## src/rtl/fpu_issue_ctrl.sv

```systemverilog
// fpu_issue_ctrl: issue, hazard and writeback-port control for single-cycle, pipelined FMA
// and iterative divider FP units. The divider path is built only when `FPU_DIV_EN is defined.
module fpu_issue_ctrl #(
   parameter int FMA_LAT = 3
) (
   input  logic        clock,
   input  logic        reset,
   input  logic        req_valid,
   output logic        req_ready,
   input  logic [1:0]  req_class,
   input  logic        req_fwren,
   input  logic [4:0]  req_waddr,
   input  logic [2:0]  req_rden,
   input  logic [4:0]  req_raddr1,
   input  logic [4:0]  req_raddr2,
   input  logic [4:0]  req_raddr3,
   input  logic        flush,
   output logic        fma_start,
   output logic        div_start,
   output logic        div_kill,
   input  logic        div_done,
   output logic        wb_valid,
   output logic [1:0]  wb_sel,
   output logic        wb_fwren,
   output logic [4:0]  wb_waddr,
   output logic        req_illegal,
   output logic [31:0] pending,
   output logic        busy
);

   localparam logic [1:0] CLS_SC  = 2'd0;
   localparam logic [1:0] CLS_FMA = 2'd1;
   localparam logic [1:0] CLS_DIV = 2'd2;
   localparam logic [1:0] CLS_ILL = 2'd3;
   localparam logic [1:0] SEL_SC  = 2'd0;
   localparam logic [1:0] SEL_FMA = 2'd1;
   localparam logic [1:0] SEL_DIV = 2'd2;
`ifdef FPU_DIV_EN
   localparam bit DIV_EN = 1'b1;
`else
   localparam bit DIV_EN = 1'b0;
`endif

   logic [31:0]             pending_q, pending_d;
   logic [FMA_LAT-1:0]      fma_vld_q, fma_vld_d;
   logic [FMA_LAT-1:0][4:0] fma_waddr_q;
   logic [FMA_LAT-1:0]      fma_fwren_q;

   logic       hazard, class_ok, accept;
   logic       acc_sc, acc_fma, acc_div;
   logic       fma_ret;
   logic       div_idle, div_wb, div_fw;
   logic [4:0] div_wa;

   assign fma_ret = fma_vld_q[FMA_LAT-1];

   // No bypass: a register retiring this cycle still blocks its readers and writers.
   assign hazard = (req_rden[0] && pending_q[req_raddr1]) ||
                   (req_rden[1] && pending_q[req_raddr2]) ||
                   (req_rden[2] && pending_q[req_raddr3]) ||
                   (req_fwren   && pending_q[req_waddr]);

   always_comb begin
      // NOTE: every combinational output gets a default first so no path infers a latch.
      class_ok = 1'b1;
      case (req_class)
         CLS_SC:  class_ok = !fma_ret && !div_wb;
         CLS_DIV: class_ok = div_idle;
         default: class_ok = 1'b1;
      endcase
   end

   assign req_ready   = reset && !flush && !hazard && class_ok;
   assign accept      = req_valid && req_ready;
   assign acc_sc      = accept && (req_class == CLS_SC);
   assign acc_fma     = accept && (req_class == CLS_FMA);
   assign acc_div     = accept && (req_class == CLS_DIV) && DIV_EN;
   assign req_illegal = accept && ((req_class == CLS_ILL) || ((req_class == CLS_DIV) && !DIV_EN));
   assign fma_start   = acc_fma;
   assign busy        = (|fma_vld_q) || !div_idle;
   assign pending     = pending_q;

   always_comb begin
      fma_vld_d = '0;
      if (!flush) begin
         fma_vld_d[0] = acc_fma;
         for (int i = 1; i < FMA_LAT; i++) fma_vld_d[i] = fma_vld_q[i-1];
      end
   end

   // NOTE: payload flops carry no reset; the valid bits alone decide whether they are used.
   always_ff @(posedge clock) begin
      fma_waddr_q[0] <= req_waddr;
      fma_fwren_q[0] <= req_fwren;
      for (int i = 1; i < FMA_LAT; i++) begin
         fma_waddr_q[i] <= fma_waddr_q[i-1];
         fma_fwren_q[i] <= fma_fwren_q[i-1];
      end
   end

`ifdef FPU_DIV_EN
   typedef enum logic [1:0] {DIV_IDLE, DIV_BUSY, DIV_HOLD} div_state_e;

   div_state_e div_state_q, div_state_d;
   logic [4:0] div_waddr_q, div_waddr_d;
   logic       div_fwren_q, div_fwren_d;

   assign div_idle  = (div_state_q == DIV_IDLE);
   assign div_wb    = !fma_ret && ((div_state_q == DIV_HOLD) ||
                                   ((div_state_q == DIV_BUSY) && div_done));
   assign div_wa    = div_waddr_q;
   assign div_fw    = div_fwren_q;
   assign div_start = acc_div;
   assign div_kill  = flush && !div_idle;

   always_comb begin
      div_state_d = div_state_q;
      div_waddr_d = div_waddr_q;
      div_fwren_d = div_fwren_q;
      if (flush) begin
         div_state_d = DIV_IDLE;
      end else begin
         case (div_state_q)
            DIV_IDLE: if (acc_div) begin
               div_state_d = DIV_BUSY;
               div_waddr_d = req_waddr;
               div_fwren_d = req_fwren;
            end
            DIV_BUSY: if (div_done) div_state_d = fma_ret ? DIV_HOLD : DIV_IDLE;
            DIV_HOLD: if (!fma_ret) div_state_d = DIV_IDLE;
            default:  div_state_d = DIV_IDLE;
         endcase
      end
   end

   always_ff @(posedge clock or negedge reset) begin
      if (!reset) begin
         div_state_q <= DIV_IDLE;
         div_waddr_q <= '0;
         div_fwren_q <= 1'b0;
      end else begin
         div_state_q <= div_state_d;
         div_waddr_q <= div_waddr_d;
         div_fwren_q <= div_fwren_d;
      end
   end
`else
   logic unused_div_done;
   assign unused_div_done = div_done;
   assign div_idle  = 1'b1;
   assign div_wb    = 1'b0;
   assign div_wa    = '0;
   assign div_fw    = 1'b0;
   assign div_start = 1'b0;
   assign div_kill  = 1'b0;
`endif

   always_comb begin
      wb_valid = 1'b0;
      wb_sel   = SEL_SC;
      wb_fwren = 1'b0;
      wb_waddr = '0;
      if (!flush) begin
         if (fma_ret) begin
            wb_valid = 1'b1;
            wb_sel   = SEL_FMA;
            wb_fwren = fma_fwren_q[FMA_LAT-1];
            wb_waddr = fma_waddr_q[FMA_LAT-1];
         end else if (div_wb) begin
            wb_valid = 1'b1;
            wb_sel   = SEL_DIV;
            wb_fwren = div_fw;
            wb_waddr = div_wa;
         end else if (acc_sc) begin
            wb_valid = 1'b1;
            wb_sel   = SEL_SC;
            wb_fwren = req_fwren;
            wb_waddr = req_waddr;
         end
      end
   end

   always_comb begin
      pending_d = pending_q;
      if (flush) begin
         pending_d = '0;
      end else begin
         if (fma_ret && fma_fwren_q[FMA_LAT-1]) pending_d[fma_waddr_q[FMA_LAT-1]] = 1'b0;
         if (div_wb && div_fw) pending_d[div_wa] = 1'b0;
         if ((acc_fma || acc_div) && req_fwren) pending_d[req_waddr] = 1'b1;
      end
   end

   always_ff @(posedge clock or negedge reset) begin
      if (!reset) begin
         // NOTE: sequential state is updated with <= so every flop samples pre-edge values.
         fma_vld_q <= '0;
         pending_q <= '0;
      end else begin
         fma_vld_q <= fma_vld_d;
         pending_q <= pending_d;
      end
   end

endmodule

```

## config.mk

```make
export PLATFORM = sky130hd
export DESIGN_NAME = fpu_issue_ctrl
export DESIGN_NICKNAME = d
export VERILOG_FILES = /design/src/rtl/fpu_issue_ctrl.sv
export SDC_FILE = /design/constraint.sdc
export NUM_CORES = 1
export LEC_CHECK = 0
export ABC_AREA = 1
export BUFFER_PORTS_ARGS = -buffer_cell sky130_fd_sc_hd__buf_2
export CAP_MARGIN = 0
export CORE_MARGIN = 5
export CORE_UTILIZATION = 50
export DETAILED_ROUTE_END_ITERATION = 10
export HOLD_SLACK_MARGIN = 0.15
export PLACE_DENSITY = 0.73
export SETUP_SLACK_MARGIN = 0.15
export SLEW_MARGIN = 15
export SYNTH_ARGS = -nofsm -noshare
export SYNTH_HDL_FRONTEND = slang
export SYNTH_SLANG_ARGS = --single-unit
```

## constraint.sdc

```tcl
create_clock -name clock -period 4.4 [get_ports clock]
set_clock_uncertainty 0.2 [all_clocks]
set_input_delay 0.44 -clock clock [delete_from_list [all_inputs] [get_ports clock]]
set_output_delay 0.44 -clock clock [all_outputs]
set_load 0.05 [all_outputs]
```

---- After elaboration in Yosys (flattened, before gate mapping) ----
Index checks and enable logic that the tools add are counted.
operators by class
  equal/unequal tests ..................... 3
  $lt $le $gt $ge ......................... 7
  bitwise operators ....................... 3
  reductions and logical operators ........ 24
  multiplexer cells ....................... 29
operators with widths
  operator              count
  $mux W32              4
  $and A32 B32 Y32      1
  $not A32 Y32          1
  $or A32 B32 Y32       1
  $lt A5 B6 Y1 const B  5
  $bmux W1 S5           4
  $logic_and A1 B1 Y1   15
  $mux W5               3
  $mux W1               14
  $demux W1 S5          2
  $ge A5 B1 Y1 const B  2
  $eq A2 B2 Y1 const B  2
  $logic_or A1 B1 Y1    4
  $logic_not A1 Y1      3
  $mux W3               1
  $reduce_or A3 Y1      1
  $eq A2 B1 Y1 const B  1
  $logic_not A2 Y1      1
  $mux W2               1
storage, ports and cells
  register bits after elaboration ......... 53
  word-level logic and storage cells ...... 72
  bits of input ports ..................... 31
  output and inout port bits .............. 47

---- Longest topological paths before layout ----
Gate-level depths: netlist (run 1).
  depth in word-level cells ............... 14
  depth in mapped cells ................... 18
  gate-level depth less buffers ........... 16

---- Least setup slack after synthesis (run 1) ----
OpenSTA, ideal clock, no wires.
  path type ............................... in2out
  start point ............................. input req_raddr1[0]
  end point ............................... output fma_start
  path buffers ............................ 3
  cell stages on the path ................. 14
  data required time ...................... 3.760 ns
  slack ................................... 0.921 ns
  arrival ................................. 2.839 ns
  cells stage by stage .................... buf_4 buf_2 nand2_1 nand3_1 nand3_1 nand2_1 nand2_1 nand3b_1 nand3_1 nand2_2 nor3_4 buf_6 inv_2 nor3_1
between the ends
  cells in the longest elaborated chain, start to end .. 11
ends and longest elaborated chain
  element                           RTL line  RTL
  start: declaration                14        input logic [4:0] req_raddr1,
  $bmux W1 S5                       58        assign hazard = (req_rden[0] && pending_q[req_raddr1]) ||
  $mux W1 (implied by the code)     58
  $logic_and A1 B1 Y1               58
  $logic_or A1 B1 Y1                58
  $logic_or A1 B1 Y1                59        (req_rden[1] && pending_q[req_raddr2]) ||
  $logic_or A1 B1 Y1                60        (req_rden[2] && pending_q[req_raddr3]) ||
  $logic_not A1 Y1                  73        assign req_ready = reset && !flush && !hazard && class_ok;
  $logic_and A1 B1 Y1 (2 in a row)  73
  $logic_and A1 B1 Y1               74        assign accept = req_valid && req_ready;
  $logic_and A1 B1 Y1               76        assign acc_fma = accept && (req_class == CLS_FMA);
  end: declaration                  18        output logic fma_start,
No other way between the ends. The select of a mux whose other input is x is not followed.

---- Final worst setup path (run 1) ----
  start point ............................. input req_waddr[3]
  end point ............................... output wb_waddr[3]
between the ends
  cells in the longest elaborated chain, start to end .. 12
ends and longest elaborated chain
  element                           RTL line  RTL
  start: declaration                12        input logic [4:0] req_waddr,
  $bmux W1 S5                       61        (req_fwren && pending_q[req_waddr]);
  $mux W1 (implied by the code)     61
  $logic_and A1 B1 Y1               61
  $logic_or A1 B1 Y1                60
  $logic_not A1 Y1                  73
  $logic_and A1 B1 Y1 (2 in a row)  73
  $logic_and A1 B1 Y1               74
  $logic_and A1 B1 Y1               75        assign acc_sc = accept && (req_class == CLS_SC);
  $mux W5 *                         174       end else if (acc_sc) begin
  $mux W5 *                         164       if (fma_ret) begin
  $mux W5 *                         163       if (!flush) begin
  end: declaration                  25        output logic [4:0] wb_waddr,
Every way passes the cells marked *; elsewhere a longest branch is shown, timed or not. The select of a mux whose other input is x is not followed.

==> results of run 1 <==
[through the flow]
step                instances  setup slack, ns  util [%]  hold WS [ns]  total power, W
global route              855            0.287      57.3         0.157         0.00106
detailed placement        833            0.731      54.3         0.112        0.000698
global placement          833            0.792      54.3         0.110        0.000694
floorplan                 689            0.921         -       -0.0556        0.000650
CTS                       855            0.639      57.3         0.150         0.00100
finish                    855            0.523      57.3         0.150         0.00100
[path summary, 6_finish.rpt]
path                                startpoint              end  slack [ns]  cells past startpoint
worst max-delay path              req_waddr[3]      wb_waddr[3]        0.52                     14
worst min-delay path            fma_waddr_q[6]  fma_waddr_q[11]        0.15                      0
worst max register to register      pending[2]       pending[9]        1.56                     15
worst min register to register  fma_waddr_q[6]  fma_waddr_q[11]        0.15                      0
max in group asynchronous                reset      pending[12]        3.17                      3
min in group asynchronous                reset     fma_vld_q[0]        0.49                      3
[cell families (layout without fill, tap and decap cells)]
family | Yosys count | in the layout | share of synthesized area [%]
AND/OR/NAND/NOR | 432 | 432 | 45.3
buffers and inverters | 114 | 175 | 13.0
AO/OA/AOI/OAI | 87 | 87 | 11.8
other | 1 | 3 | 0.0906
flip-flops | 53 | 53 | 29.9
[sequential cells by signal, summed over array words and instances, names as in the netlist]
register     cells
pending         32
fma_fwren_q      3
fma_waddr_q     15
fma_vld_q        3
[routing by layer]
metal	vias to the layer above	routed length (µm)	global-route usage (%)
li1	2351	-	-
met1	2164	5580	37.5
met5	-	0	0
met3	49	1590	5.40
met4	0	566	12.4
met2	284	6130	43.5
[worst max-delay path, cell delays in order]
cell and delay [ns]:
dlygate4sd3_1 0.53, buf_2 0.16, inv_1 0.15, nor3_1 0.14, nand2_1 0.10, nand2_1 0.05
nor2_1 0.12, nand2_1 0.06, nand2_1 0.07, nand3_2 0.12, nor3_4 0.54, nand2_1 0.27
o22ai_1 0.19, buf_2 0.29
[power groups by stage]
stage	sequential, W	clock [W]	combinational, W
floorplan	0.000521	0	0.000129
detailed placement	0.000516	0	0.000182
global placement	0.000516	0	0.000178
CTS	0.000506	0.000305	0.000192
global route	0.000508	0.000332	0.000216
finish	0.000507	0.000303	0.000195
[cell usage in the layout (no fill, tap or decap), types with 2 or more instances in the layout]
cell type        n
o22ai_1          4
o21ai_1          5
dfrtp_1         35
nor2_1          43
nand3_1         81
nand4_1         32
clkinv_4         2
inv_1           72
nand2_2          2
buf_4            3
clkbuf_8         5
conb_1           3
nand2_1        245
nor2_2           3
nor3_1          21
a21boi_0        15
buf_2           73
dlygate4sd3_1   14
a21oi_1         34
dfxtp_1         18
nand3b_1         2
inv_2            4
o21ai_0         26
[area by class of cell]
cell class / count / share of cell area (%)
Clock buffer: 5 / 1.48
Timing Repair Buffer: 90 / 11.3
Tap cell: 105 / 2.82
Multi-Input combinational cell: 522 / 50.9
Clock inverter: 3 / 0.725
Inverter: 77 / 6.20
Sequential cell: 53 / 26.5
==> results_dict.tcl, run 1 <==
set metrics [dict create \
    status "finished clean" \
    initial_core_util_pct 50.9 \
    max_freq_ghz 0.258 \
    core-area_um2 8130 \
    p_clk_share_pct 30.1 \
    num_vias 4848 \
    wl_um 13900 \
    initialDrtViolationCount 344 \
    grt_pass1_wl_um 22500 \
    avgSynthCellArea_um2 6.03 \
    finalHoldViolCount 0 \
    gp_congestion 0.898 \
    drc_errors 0 \
    antenna_found_initial 0 \
    synth_cell_types 29 \
    final_nets 780 \
    maxSlewViolCount 0 \
    synth_seq_area_share_pct 29.9 \
    worstMarginPinSlew_ns 1.18 \
    cts_sinks 53 \
    area_growth_pct 12.6 \
    viasPerCell 5.67 \
    multiInputGateArea_um2 2370 \
    dpl_cell_area_um2 4420 \
    seq_area_um2 1240 \
    grt_setup_unrepaired "no" \
    grt-ovfl-total 0 \
    synth_area_leaders "nand2_1 22%, dfrtp_1 21%, nand3_1 9.8%" \
    cts_resized 0 \
    ys_ff_latch 53 \
    htree_levels 2 \
    final-setup-viol-count 0 \
    synthTopCellsByCount "245 x nand2_1, 81 x nand3_1, 72 x inv_1" \
    wl_per_cell_um 16.2 \
    grtUsageTotal_pct 27.9 \
    crit_type "in -> out" \
    p_sw_w 0.000336 \
    ant_nets 0 \
    dieArea_um2 10200 \
    p_int_w 0.000669 \
    num_rows 33 \
    finalSetupTns_ns 0 \
    startpoint_type "primary input" \
    fin_area_um2 4660 \
    ys.flop_type "dfrtp_1" \
    die_h_um 101 \
    root_buffer "clkbuf_8" \
    synth-async-reset-ratio_pct 66.0 \
    synth.most_common_cell "nand2_1" \
    grt_pass1_vias 4488 \
    power.leakage_nw 2.33 \
    clock_latency_ns 0.32 \
    dp_hpwl_um 9620 \
    clockBufferDepth 2 \
    required_ns 3.76 \
    yosysTopAreaCell "nand2_1" \
    synth_edf_count 0 \
    diodes 0 \
    min_path_type "reg -> reg" \
    synthCells 687 \
    drive_above_1_share_pct 12.9 \
    synth.top_cell.area_share_pct 22.2 \
    cts_setup_buffers 0 \
    cts_buffers 5 \
    drt_first_pass_iters 5 \
    switching_share_pct 33.4 \
    cp-end-kind "output pin" \
    maxCapViolCount 0 \
    power_density_nw_per_um2 215 \
    die_w_um 101 \
    p_comb_share_pct 19.4 \
    final.period_utilization_pct 88.1 \
    grt_max_degree 38 \
    clk_pin_slew_ns 0.11 \
    slew_headroom_pct 20.5 \
    arrival_ns 3.24 \
    yosysWarnings 0 \
    io_buffers 73 \
    fill_cells 827 \
    fin_crit_ns 3.88 \
    pwr-share-seq_pct 50.4 \
    vdd_drop_max_v 0.000161 \
    num_io_pins 78 \
    hold_buffers 14 \
    syn_area_um2 4140 \
    critPathMaxFanout 15 \
    cts_tree "built" \
]
Power figures use the tool's default switching activity.
==> run 2, diff against run 1 <==
--- a/config.mk
+++ b/config.mk
@@ -13,6 +13,7 @@
 export DETAILED_ROUTE_END_ITERATION = 10
 export HOLD_SLACK_MARGIN = 0.15
 export PLACE_DENSITY = 0.73
+export RECOVER_POWER = 50
 export SETUP_SLACK_MARGIN = 0.15
 export SLEW_MARGIN = 15
 export SYNTH_ARGS = -nofsm -noshare
==> results_dict.tcl, run 2 (synthesized netlist as in run 1, its figures left out) <==
set metrics [dict create \
    cts_sinks 53 \
    min_path_type "in -> reg" \
    dp_hpwl_um 9620 \
    grt_pass1_wl_um 22500 \
    htree_levels 2 \
    arrival_ns 3.32 \
    seq_area_um2 1240 \
    crit_path_end "wb_waddr[3]" \
    status "finished, violations left" \
    dieArea_um2 10200 \
    cts_buffers 5 \
    num_vias 4848 \
    vdd_drop_max_v 0.000161 \
    clk_pin_slew_ns 0.11 \
    diodes 0 \
    viasPerCell 5.67 \
    slew_headroom_pct -26.9 \
    drc_errors 0 \
    grt_max_degree 38 \
    area_growth_pct 12.0 \
    maxCapViolCount 3 \
    fill_cells 839 \
    violations "max-capacitance violations, max-slew violations" \
    pwr-share-seq_pct 50.5 \
    drive_above_1_share_pct 10.5 \
    pre_cts_slack_ns 0.731 \
    wl_per_cell_um 16.2 \
    final_nets 780 \
    wl_um 13900 \
    timing.rr.start "pending[2]" \
    io_buffers 73 \
    drt_first_pass_iters 5 \
    gp_congestion 0.898 \
    r2r_cells 15 \
    ant_nets 0 \
    power.leakage_nw 2.26 \
    reg2reg_slack_ns 1.43 \
    num_io_pins 78 \
    p_clk_share_pct 30.2 \
    clockBufferDepth 2 \
    grt_setup_unrepaired "no" \
    grtUsageTotal_pct 27.9 \
    die_w_um 101 \
    grt-ovfl-total 0 \
    power_density_nw_per_um2 216 \
    final-setup-viol-count 0 \
    fin_crit_ns 3.96 \
    initial_core_util_pct 50.9 \
    final_cell_mix "245 x nand2_1, 81 x nand3_1, 72 x inv_1" \
    required_ns 3.76 \
    cts_tree "built" \
    p_comb_share_pct 19.3 \
    clock_latency_ns 0.32 \
    worst_slack_ns 0.435 \
    antenna_found_initial 0 \
    maxSlewViolCount 111 \
    final.period_utilization_pct 90.1 \
    crit_start "req_waddr[3]" \
    switching_share_pct 33.5 \
    die_h_um 101 \
    crit_type "in -> out" \
    initialDrtViolationCount 350 \
    critPathMaxFanout 15 \
    final_common_cell "nand2_1" \
    reg2reg_to "pending[1]" \
    largest_register_ffs 32 \
    startpoint_type "primary input" \
    p_sw_w 0.000336 \
    max_freq_ghz 0.252 \
    worstMarginPinSlew_ns 1.90 \
    root_buffer "clkbuf_8" \
    finalHoldViolCount 0 \
    core-area_um2 8130 \
    finalSetupTns_ns 0 \
    multiInputGateArea_um2 2370 \
    num_rows 33 \
    cp-end-kind "output pin" \
    p_int_w 0.000667 \
    grt_pass1_vias 4488 \
]
run 2: cell types whose count changed in the layout (fill, tap and decap cells not counted):
cell and change:
buf_4 -1, buf_2 -17, clkbuf_1 +18
run 2: layer usage:
layer  share of wire (%)  track usage, %
met2                  44            43.5
met4                 3.9            12.4
met3                  13            5.40
met1                  39            37.5
met5                   0               0
run 2: power groups by stage:
stage | clock network, W | logic [W] | registers (W)
after CTS | 0.000305 | 0.000192 | 0.000506
after floorplan | 0 | 0.000129 | 0.000521
final | 0.000303 | 0.000194 | 0.000507
after detailed placement | 0 | 0.000182 | 0.000516
after global routing | 0.000332 | 0.000214 | 0.000508
after global placement | 0 | 0.000178 | 0.000516
run 2: worst min-delay path by stage:
stage / startpoint / endpoint / cells past startpoint
2_1_floorplan: reset / fma_vld_q[0] / 0
3_3_place_gp: fma_waddr_q[2] / fma_waddr_q[7] / 0
3_5_place_dp: fma_waddr_q[9] / fma_waddr_q[14] / 0
4_1_cts: fma_waddr_q[6] / fma_waddr_q[11] / 0
5_1_grt: req_class[1] / fma_vld_q[0] / 2
6_report: req_class[1] / fma_vld_q[0] / 2
run 2: what timing repair did:
item                      in CTS  in global routing
resized for setup              0                  0
hold endpoints to repair      48                  0
hold buffers                  14                  0
setup buffers                  0                  0
run 2: cell type report:
type	count	share of cell area, %
Clock inverter	3	0.729
Multi-Input combinational cell	522	51.2
Timing Repair Buffer	90	10.8
Sequential cell	53	26.7
Inverter	77	6.23
Tap cell	105	2.83
Clock buffer	5	1.48
run 2: stage by stage:
| step | utilization, % | instance area, µm² | cells | hold slack [ns] | power [W] |
|---|---|---|---|---|---|
| floorplan | - | 4150 | 689 | -0.0556 | 0.000650 |
| global placement | 54.3 | 4420 | 833 | 0.110 | 0.000694 |
| detailed placement | 54.3 | 4420 | 833 | 0.112 | 0.000698 |
| CTS | 57.3 | 4660 | 855 | 0.150 | 0.00100 |
| global route | 57.0 | 4640 | 855 | 0.157 | 0.00105 |
| finish | 57.0 | 4640 | 855 | 0.151 | 0.00100 |
run 2: worst max-delay path, stage by stage:
cell and delay, ns:
dlygate4sd3_1 0.53, clkbuf_1 0.18, inv_1 0.18, nor3_1 0.14, nand2_1 0.11, nand2_1 0.05, nor2_1 0.12, nand2_1 0.06
nand2_1 0.07, nand3_2 0.14, nor3_4 0.54, nand2_1 0.27, o22ai_1 0.19, buf_2 0.29
